$ cat src/rtl/mem_fwd_pkg.sv
// Shared types for the store-forwarding buffer: entry layout, word offset, and age helper.
// Pure declarations; no latency. No backpressure.
// Entry widths follow SB_ADDR_W/SB_DATA_W; the top's ADDR_W/DATA_W must match them.
package mem_fwd_pkg;

    localparam int SB_ADDR_W     = 32;
    localparam int SB_DATA_W     = 32;
    localparam int SB_NB         = SB_DATA_W / 8;
    localparam int WORD_OFS_BITS = 2;

    typedef struct packed {
        logic                          valid;
        logic [SB_ADDR_W-3:0]          word_addr;
        logic [SB_DATA_W-1:0]          data;
        logic [SB_NB-1:0]              bmask;
    } sb_entry_t;

    // Distance of a slot from the head; larger means younger.
    function automatic int unsigned age_of(input int unsigned ptr, input int unsigned head,
                                           input int unsigned depth);
        return (ptr + depth - head) % depth;
    endfunction

endpackage

$ cat src/rtl/mem_fwd_lane_sel.sv
// Youngest-match priority select for one byte lane of the store buffer.
// Combinational, zero latency.
// No backpressure.
module mem_fwd_lane_sel
    import mem_fwd_pkg::*;
#(
    parameter  int DEPTH = 4,
    localparam int PW    = $clog2(DEPTH)
) (
    input  logic [DEPTH-1:0]         hit_i,
    input  logic [DEPTH-1:0][7:0]    byte_i,
    input  logic [DEPTH-1:0][PW-1:0] age_i,
    output logic                     cov_o,
    output logic [7:0]               byte_o
);

    logic          found;
    logic [PW-1:0] best_age;
    logic [7:0]    best_byte;

    always_comb begin
        found     = 1'b0;
        best_age  = '0;
        best_byte = '0;
        for (int k = 0; k < DEPTH; k++) begin
            if (hit_i[k] && (!found || age_i[k] > best_age)) begin
                found     = 1'b1;
                best_age  = age_i[k];
                best_byte = byte_i[k];
            end
        end
    end

    assign cov_o  = found;
    assign byte_o = best_byte;

endmodule

$ cat src/rtl/mem_store_fwd_buffer.sv
// Store buffer between MEM and D$: FIFO of committed stores with byte-granular load forwarding.
// Lookup is combinational (zero latency); head drains when !MEM_BUSYWAIT; ST_READY low when full.
// Optional MEM_FWD_COALESCE_EN merges a store into the youngest entry on word-address match.
module mem_store_fwd_buffer
    import mem_fwd_pkg::*;
#(
    parameter  int DEPTH  = 4,
    parameter  int ADDR_W = SB_ADDR_W,
    parameter  int DATA_W = SB_DATA_W,
    localparam int NB     = DATA_W / 8,
    localparam int PW     = $clog2(DEPTH),
    localparam int CW     = PW + 1
) (
    input  logic              CLK,
    input  logic              RESET,
    input  logic              ST_VALID,
    output logic              ST_READY,
    input  logic [ADDR_W-1:0] ST_ADDR,
    input  logic [DATA_W-1:0] ST_DATA,
    input  logic [NB-1:0]     ST_BMASK,
    input  logic              LD_VALID,
    input  logic [ADDR_W-1:0] LD_ADDR,
    input  logic [NB-1:0]     LD_BMASK,
    output logic              LD_HIT,
    output logic              LD_PARTIAL,
    output logic [DATA_W-1:0] LD_DATA,
    output logic              MEM_WRITE_EN,
    output logic [ADDR_W-1:0] MEM_ADDR,
    output logic [DATA_W-1:0] MEM_WRITEDATA,
    output logic [NB-1:0]     MEM_BMASK,
    input  logic              MEM_BUSYWAIT,
    output logic [CW-1:0]     COUNT
);

    sb_entry_t           entries_q [DEPTH];
    logic [PW-1:0]       head_q, head_d, tail_q, tail_d, young_idx;
    logic [CW-1:0]       count_q, count_d;
    logic                push, alloc, pop, merge_hit;
    logic [ADDR_W-3:0]   st_word, ld_word;
    sb_entry_t           head_e;
    logic                unused_ofs;

    assign st_word    = ST_ADDR[ADDR_W-1:WORD_OFS_BITS];
    assign ld_word    = LD_ADDR[ADDR_W-1:WORD_OFS_BITS];
    assign unused_ofs = ^{ST_ADDR[WORD_OFS_BITS-1:0], LD_ADDR[WORD_OFS_BITS-1:0]};
    assign young_idx  = tail_q - 1'b1;
    assign head_e     = entries_q[head_q];

`ifdef MEM_FWD_COALESCE_EN
    // COUNT >= 2 keeps the merge target away from the head the cache may be writing.
    assign merge_hit = ST_VALID && (count_q >= CW'(2)) && entries_q[young_idx].valid
                       && (entries_q[young_idx].word_addr == st_word);
    assign ST_READY  = (count_q != CW'(DEPTH)) || merge_hit;
`else
    assign merge_hit = 1'b0;
    assign ST_READY  = (count_q != CW'(DEPTH));
`endif

    assign push         = ST_VALID && ST_READY;
    assign alloc        = push && !merge_hit;
    assign MEM_WRITE_EN = (count_q != '0);
    assign pop          = MEM_WRITE_EN && !MEM_BUSYWAIT;

    always_comb begin
        head_d  = head_q + PW'(pop);
        tail_d  = tail_q + PW'(alloc);
        count_d = count_q + CW'(alloc) - CW'(pop);
    end

    always_ff @(posedge CLK or negedge RESET) begin
        if (!RESET) begin
            head_q  <= '0;
            tail_q  <= '0;
            count_q <= '0;
        end else begin
            head_q  <= head_d;
            tail_q  <= tail_d;
            count_q <= count_d;
        end
    end

    always_ff @(posedge CLK or negedge RESET) begin
        if (!RESET) begin
            for (int k = 0; k < DEPTH; k++) entries_q[k] <= '0;
        end else begin
            if (pop) entries_q[head_q].valid <= 1'b0;
            if (alloc) begin
                entries_q[tail_q] <= '{valid: 1'b1, word_addr: st_word, data: ST_DATA,
                                       bmask: ST_BMASK};
            end
            if (push && merge_hit) begin
                for (int i = 0; i < NB; i++) begin
                    if (ST_BMASK[i]) entries_q[young_idx].data[8*i +: 8] <= ST_DATA[8*i +: 8];
                end
                entries_q[young_idx].bmask <= entries_q[young_idx].bmask | ST_BMASK;
            end
        end
    end

    assign COUNT         = count_q;
    assign MEM_ADDR      = MEM_WRITE_EN ? {head_e.word_addr, 2'b00} : '0;
    assign MEM_WRITEDATA = MEM_WRITE_EN ? head_e.data : '0;
    assign MEM_BMASK     = MEM_WRITE_EN ? head_e.bmask : '0;

    logic [NB-1:0][DEPTH-1:0]      lane_hit;
    logic [NB-1:0][DEPTH-1:0][7:0] lane_byte;
    logic [DEPTH-1:0][PW-1:0]      ages;
    logic [NB-1:0]                 lane_cov;
    logic [NB-1:0][7:0]            lane_out;

    always_comb begin
        lane_hit  = '0;
        lane_byte = '0;
        ages      = '0;
        for (int k = 0; k < DEPTH; k++) begin
            ages[k] = PW'(age_of(32'(k), 32'(head_q), 32'(DEPTH)));
            for (int i = 0; i < NB; i++) begin
                lane_hit[i][k]  = LD_VALID && LD_BMASK[i] && entries_q[k].valid
                                  && entries_q[k].bmask[i] && (entries_q[k].word_addr == ld_word);
                lane_byte[i][k] = entries_q[k].data[8*i +: 8];
            end
        end
    end

    for (genvar g = 0; g < NB; g++) begin : g_lane
        mem_fwd_lane_sel #(.DEPTH(DEPTH)) u_sel (
            .hit_i  (lane_hit[g]),
            .byte_i (lane_byte[g]),
            .age_i  (ages),
            .cov_o  (lane_cov[g]),
            .byte_o (lane_out[g])
        );
    end

    assign LD_DATA    = lane_out;
    assign LD_HIT     = (lane_cov != '0) && (lane_cov == LD_BMASK);
    assign LD_PARTIAL = (lane_cov != '0) && (lane_cov != LD_BMASK);

endmodule

$ cat config.mk
export PLATFORM = sky130hd
export DESIGN_NAME = mem_store_fwd_buffer
export DESIGN_NICKNAME = d
export VERILOG_FILES = /design/src/rtl/mem_fwd_pkg.sv /design/src/rtl/mem_fwd_lane_sel.sv /design/src/rtl/mem_store_fwd_buffer.sv
export SDC_FILE = /design/constraint.sdc
export NUM_CORES = 1
export LEC_CHECK = 0
export ABC_CLOCK_PERIOD_IN_PS = 6900
export CORE_MARGIN = 4
export CORE_UTILIZATION = 45
export DETAILED_ROUTE_END_ITERATION = 7
export DONT_BUFFER_PORTS = 1
export GPL_ROUTABILITY_DRIVEN = 1
export SLEW_MARGIN = 20
export SYNTH_ARGS = -nofsm -noshare
export SYNTH_HDL_FRONTEND = slang
export SYNTH_SLANG_ARGS = --single-unit
export TNS_END_PERCENT = 10
$ cat constraint.sdc
create_clock -name CLK -period 6.9 [get_ports CLK]
set_input_delay 1.38 -clock CLK [delete_from_list [all_inputs] [get_ports CLK]]
set_output_delay 1.38 -clock CLK [all_outputs]
set_load 0.005 [all_outputs]
# [Word-level counts from Yosys, hierarchy flattened]
# Index checks and enable logic that the tools add are counted.
[op_classes] n_eq_ne=7 mux=58 n_addsub=8 bitwise_logic=2 order_cmp=16 reduce_logical=97
[ops] cell="268-bit bitwise mux" n=2
[ops] cell="268-bit two-way mux" n=2
[ops] cell="67-bit demux with 2-bit select" n=2
[ops] cell="67-bit binary-select mux with 2-bit select" n=1
[ops] cell="67-bit two-way mux" n=2
[ops] cell="66-bit two-way mux" n=2
[ops] cell="8-bit two-way mux" n=16
[ops] cell="30-bit == test" n=4
[ops] cell="1-bit logical AND" n=70
[ops] cell="32-bit two-way mux" n=2
[ops] cell="2-bit > comparator" n=12
[ops] cell="2-bit two-way mux" n=12
[ops] cell="1-bit two-way mux" n=16
[ops] cell="1-bit zero test" n=13
[ops] cell="1-bit logical OR" n=12
[ops] cell="3-bit >= comparator, second input constant" n=2
[ops] cell="3-bit by 1-bit < comparator with 1-bit output, second input constant" n=2
[ops] cell="2-bit inverter with 3-bit output" n=2
[ops] cell="2-bit by 1-bit adder with 2-bit output" n=2
[ops] cell="4-bit == test" n=1
[ops] cell="4-bit two-way mux" n=1
[ops] cell="4-bit != test" n=1
[ops] cell="4-bit nonzero test" n=1
[ops] cell="1-bit by 2-bit subtractor with 2-bit output, first input constant" n=2
[ops] cell="5 further kinds" n=6
[word_totals] input_bits=109 reg_bits=275 output_inout_bits=107

# [Longest topological paths before layout]
[depth] ltp_word=19 depth_mapped=24

# [Hierarchy]
# Synthesis repeated with hierarchy kept, for this count alone.
[hier_totals] cells_unflattened=1264 area_unflattened_um2=16104.2
[by_module_without_submodules] module="mem_store_fwd_buffer" seq_area_each_um2=6881.6 area_each_um2=14092.3 cells_per_inst=980 instances=1
[by_module_without_submodules] module="mem_fwd_lane_sel" seq_area_each_um2=0.0 area_each_um2=503.0 cells_per_inst=71 instances=4

# [Worst setup path after synthesis]
# No wires, ideal clock.
[synth_timing] kind="input port to output port" start="in LD_ADDR[2]" end="out LD_DATA[10]" arrival_ns=5.628 stages=20 slack_ns=-0.108 cell_sequence="clkbuf_1 -> xnor2_1 -> nand4_1 -> or4_4 -> nor4_4 -> buf_6 -> a311oi_1 -> buf_6 -> mux2_2 -> ha_1 -> a21oi_1 -> o2111a_1 -> buf_2 -> mux2_2 -> ha_1 -> a21oi_1 -> a21oi_1 -> o211a_1 -> buf_2 -> mux2_2"
[synth_between] elab_chain_len=15 word_cells_on_any_way=30 cone_classes="order compare: 3; eq/ne: 4; mux: 10; reduce/logical: 13"
[synth_rtl] element="start, declared" line="mem_store_fwd_buffer.sv:22" text="input logic [ADDR_W-1:0] LD_ADDR,"
[synth_rtl] element="30-bit == test" line="mem_store_fwd_buffer.sv:119" text="&& entries_q[k].bmask[i] && (entries_q[k].word_addr == ld_word);"
[synth_rtl] element="1-bit logical AND" line="mem_store_fwd_buffer.sv:119"
[synth_rtl] element="2-bit two-way mux or 1-bit two-way mux (tied branches)" line="mem_fwd_lane_sel.sv:26" text="if (hit_i[k] && (!found || age_i[k] > best_age)) begin"
[synth_rtl] element="2-bit > comparator or 1-bit zero test (tied branches)" line="mem_fwd_lane_sel.sv:26"
[synth_rtl] element="1-bit logical OR" line="mem_fwd_lane_sel.sv:26"
[synth_rtl] element="1-bit logical AND" line="mem_fwd_lane_sel.sv:26"
[synth_rtl] element="2-bit two-way mux or 1-bit two-way mux (tied branches)" line="mem_fwd_lane_sel.sv:26"
[synth_rtl] element="2-bit > comparator or 1-bit zero test (tied branches)" line="mem_fwd_lane_sel.sv:26"
[synth_rtl] element="1-bit logical OR" line="mem_fwd_lane_sel.sv:26"
[synth_rtl] element="1-bit logical AND" line="mem_fwd_lane_sel.sv:26"
[synth_rtl] element="2-bit two-way mux or 1-bit two-way mux (tied branches)" line="mem_fwd_lane_sel.sv:26"
[synth_rtl] element="2-bit > comparator or 1-bit zero test (tied branches)" line="mem_fwd_lane_sel.sv:26"
[synth_rtl] element="1-bit logical OR" line="mem_fwd_lane_sel.sv:26"
[synth_rtl] element="1-bit logical AND" line="mem_fwd_lane_sel.sv:26"
[synth_rtl] element="8-bit two-way mux *" line="mem_fwd_lane_sel.sv:26"
[synth_rtl] element="end, declared" line="mem_store_fwd_buffer.sv:26" text="output logic [DATA_W-1:0] LD_DATA,"
# Mark *: on every way between the ends. The rest lies on a longest branch, timed or not.

# [Final worst setup path]
[layout_timing] start="in LD_ADDR[12]" end="out LD_DATA[8]"
# The elaborated chain is that of the path after synthesis.

==> flow_results.org <==
** Floorplanning
- In this run the vertical extent of the chip is 196 um.
- Die Outline Area :: 38300 um2
- Top-Level Pins :: 216
- Starting Density :: 45.7%
- The floorplan has 68 rows.
- Area of the core :: 34700 um2
- Die Span X :: 196 um

** Power and ir drop
- Part of the total power dissipated in sequential elements :: 37.9%
- Of the total power, the share spent switching nets is 35.5%.
- The clock network burns 19.2% of the power.
- Psw :: 3.03 mW
- Peak supply drop :: 0.368 mV
- Share of total power in combinational logic :: 42.9%
- PD cells :: 481 nW/um2
- Design internal power :: 5.50 mW
- Total power for the finished layout comes to 8.52 mW.
- In this run the static leakage power is 7.19 nW.

** Setup path
- Worst flop-to-flop path endpoint :: COUNT[2]$_DFF_PN0_
- STA classifies the critical path endpoint as a primary output.
- Arrival time of data at the critical path endpoint :: 5.42 ns
- Required time worst endpoint :: 5.52 ns
- In this design, the stage delay of the slowest critical-path cell is 0.57 ns.
- The startpoint identified for the worst register-to-register timing path is COUNT[1]$_DFF_PN0_.
- Critical path fanouts, max :: 8
- Walking the worst path, the cells encountered are xnor2_4 -> nand4_1 -> or4_4 -> nor4_4 -> buf_4 -> buf_12 -> a311oi_2 -> buf_4 -> nor2_4 -> a21oi_2 -> ha_1 -> a21oi_2 -> a21oi_2 -> o2111a_1 -> mux2_4 -> ha_4 -> a21oi_1 -> a21oi_1 -> o211a_1 -> buf_12 -> mux2_2.
- Slowest library cell on the worst path :: sky130_fd_sc_hd__or4_4
- Register-to-register path setup slack :: 3.63 ns
- The most numerous cell type found on the critical path is sky130_fd_sc_hd__a21oi_2.
- The worst register-to-register path has a depth of 10.
- The critical path in this run is classified as input pin to primary output.
- Type of element launching the critical path :: input pin

** Layout
- Area growth from synthesis to layout :: 11.6%
- Share of layout cells above drive strength 1 :: 41.8%
- Post-route core utilization :: 51.0%
- The finished cells cover 17700 um2.
- The number of antenna diodes in the final layout is 0.
- After the flow finishes, the layout carries non-filler instances totaling 1670.
- Total Nets Final :: 1332

** Clock tree
- # H-tree levels :: 2
- Root Buffer :: sky130_fd_sc_hd__clkbuf_16
- TritonCTS built the clock tree.
- For the worst-skew pair, the clock arrives at the later sink with an insertion delay of 0.50 ns.
- Clock transition at path regs :: 0.06 ns
- CTS saw 275 sinks.
- Number of buffers added to fix hold violations after cts :: 0
- The number of clock buffers added by TritonCTS is 34.
- In this run the deepest clock path goes through 3 buffers.

** Timing
- After routing, the total negative slack on setup checks comes to 0 ns.
- Number of hold-slack violations in the final timing report :: 0
- Setup repair after global routing could not meet its margin everywhere.
- Min setup slack post-route :: 0.0974 ns
- Measured against its own limit, the worst slew margin works out to 40.7%.
- Min Tclk post-route :: 6.80 ns
- The count of pins over their slew limit was 0.
- Pin slew with the least headroom to its limit :: 0.890 ns
- Timing would allow up to 147 MHz.
- Final setup violation count :: 0
- On the final layout, the worst hold slack is 0.506 ns.
- Final clock period utilization by the worst path :: 98.6%
- Maximum clock skew at final layout :: 0.0130 ns

** Logic synthesis
- Number of enable flip-flop cells after synthesis :: 0
- Fraction of the yosys area taken by sequential cells :: 43.3%
- Synthesis warning total :: 0
- Mean instance size in the synthesized netlist :: 13.1 um2
- The netlist uses 48 different library cells.
- Primary flip-flop cell chosen by synthesis mapping :: sky130_fd_sc_hd__dfrtp_1
- The mapped netlist covers 15900 um2.
- Number of register bits inferred by synthesis :: 275
- Post-synthesis async set-or-reset flop share :: 100%
- Counting every instance in the synthesized netlist gives 1216.

** Routing
- Post-DR vias/cell :: 5.96
- Number of DRC violations after detailed routing :: 0
- Routed WL per cell :: 26.1 um
- The count of nets left with antenna violations once routing finished came out at 0.
- The detailed router finished its first iteration with 579 violations.
- The routed layout has 9946 vias.
- Detailed-route wire length :: 43.6 mm
- For this run, the detailed router's first-pass iteration total came to 4.

** Status
- Result of the run :: finished clean

** Global route
- Global routing used 5.91% of the available met3 tracks.
- Entering global routing, the biggest net connects 276 pins.
- Wire length of the first global-routing pass :: 66.3 mm
- The initial antenna violation count came to 1.
- In the global route stage, met2 resource usage came out at 35.9%.
- Global routing used 22.2% of the available tracks across all layers.
- Met1 Use GR :: 30.7%
- The number of global-route vias before repair came to 10500.
- After global routing the overflow that remains totals 0.
- In this run the most used layer during global routing was met2.

** Min path
- Worst hold start :: entries_q[66]$_DFF_PN0_
- Worst hold-check path type :: flop to flop
- Worst Hold Path EP :: entries_q[66]$_DFF_PN0_
- Along the worst hold path, the cell count comes to 2.

** Placement
- Timing analysis after detailed placement gives a worst setup slack of -0.222 ns.
- Once placement finished, the instance area stood at 16400 um2.
- Gpl congestion :: 0.857
- Detailed placement ended at an HPWL of 28.3 mm.
- Number of placed instances, taps included :: 1614
- Port bufs :: 0

** Run
- Number of maximum-capacitance violations :: 0
## cells by family (layout without fill, tap and decap cells)
| kind of cell | count (synthesis) | after routing | share of synthesized area (%) |
|---|---|---|---|
| compound gates | 93 | 93 | 4.68 |
| xor+xnor | 124 | 124 | 6.98 |
| fa+ha+maj | 26 | 26 | 2.10 |
| buf+inv | 127 | 125 | 3.55 |
| flops | 275 | 275 | 43.3 |
| mux | 402 | 402 | 33.2 |
| other cells | 1 | 2 | 0.0236 |
| simple gates | 168 | 168 | 6.12 |
## placed cells by master (no fill, tap or decap), types with 13 or more instances in the layout
master / count
sky130_fd_sc_hd__mux2_2: 295
sky130_fd_sc_hd__dfrtp_1: 273
sky130_fd_sc_hd__xnor2_1: 108
sky130_fd_sc_hd__and2_1: 68
sky130_fd_sc_hd__mux4_2: 66
sky130_fd_sc_hd__buf_4: 40
sky130_fd_sc_hd__clkbuf_16: 36
sky130_fd_sc_hd__a22o_1: 35
sky130_fd_sc_hd__nand4_1: 31
sky130_fd_sc_hd__mux2_1: 27
sky130_fd_sc_hd__ha_1: 22
sky130_fd_sc_hd__inv_1: 21
sky130_fd_sc_hd__nand2_1: 18
sky130_fd_sc_hd__a21oi_1: 17
sky130_fd_sc_hd__mux2_4: 14
sky130_fd_sc_hd__nor2_1: 13
## worst max path at each step
stage	slack (ns)	from	endpoint
finish	0.1	LD_ADDR[12]	LD_DATA[8]
CTS	-0.01	LD_ADDR[9]	LD_DATA[26]
floorplan	0.11	LD_ADDR[12]	LD_DATA[10]
detailed placement	-0.22	LD_ADDR[29]	LD_DATA[4]
global placement	-0.10	LD_ADDR[29]	LD_DATA[4]
global route	-0.08	LD_ADDR[12]	LD_DATA[8]
## power by group through the flow
stage	clock network [mW]	logic, mW	registers [mW]
2_1_floorplan	0	2.88	2.96
3_3_place_gp	0	3.55	3.19
3_5_place_dp	0	3.61	3.23
4_1_cts	1.68	3.64	3.21
5_1_grt	1.76	3.95	3.35
6_report	1.64	3.65	3.23
## worst max-delay path, delay by kind of cell
kind / cells / cell delay (ns)
compound gates: 8 / 0.99
xor+xnor: 1 / 0.15
fa+ha+maj: 2 / 0.62
buf+inv: 4 / 0.64
mux: 2 / 0.69
simple gates: 4 / 0.93
## synth_stat cells (all sizes together) (15+ instances only)
cell	instances	area [um2]
a21oi	26	134
a22o	36	317
and2	71	444
buf	35	219
clkbuf	70	263
dfrtp	275	6880
ha	25	313
inv	21	78.8
mux2	336	3780
mux4	66	1490
nand2	20	75.1
nand4	31	194
nor2	15	56.3
xnor2	118	1060
## flip-flops by register name, indices dropped and copies added, names as in the netlist
signal and count:
head_q 2, COUNT 3, tail_q 2, entries_q 268
## what timing repair did
item | CTS | global route
gates cloned | 0 | 1
buffers inserted | 0 | 2
resized for setup | 8 | 38
pin swaps | 1 | 6
endpoints found under the hold margin | 0 | 0
endpoints found under the setup margin | 32 | 32
## layer usage
layer	part of all wire [%]	up-vias
met5	0	-
met4	1.7	0
met3	7.1	51
met2	47	274
met1	44	5225
li1	-	4396
## layout make-up
cell class / count / area (um2)
multi-input cells: 815 / 8720
fillers: 3041 / 17000
clock inverters: 8 / 46.3
flip-flops and latches: 275 / 6890
inverters: 22 / 82.6
well taps: 455 / 569
repair buffers: 49 / 468
clock buffers: 46 / 947
No activity file was read; power rests on OpenSTA's default activity.
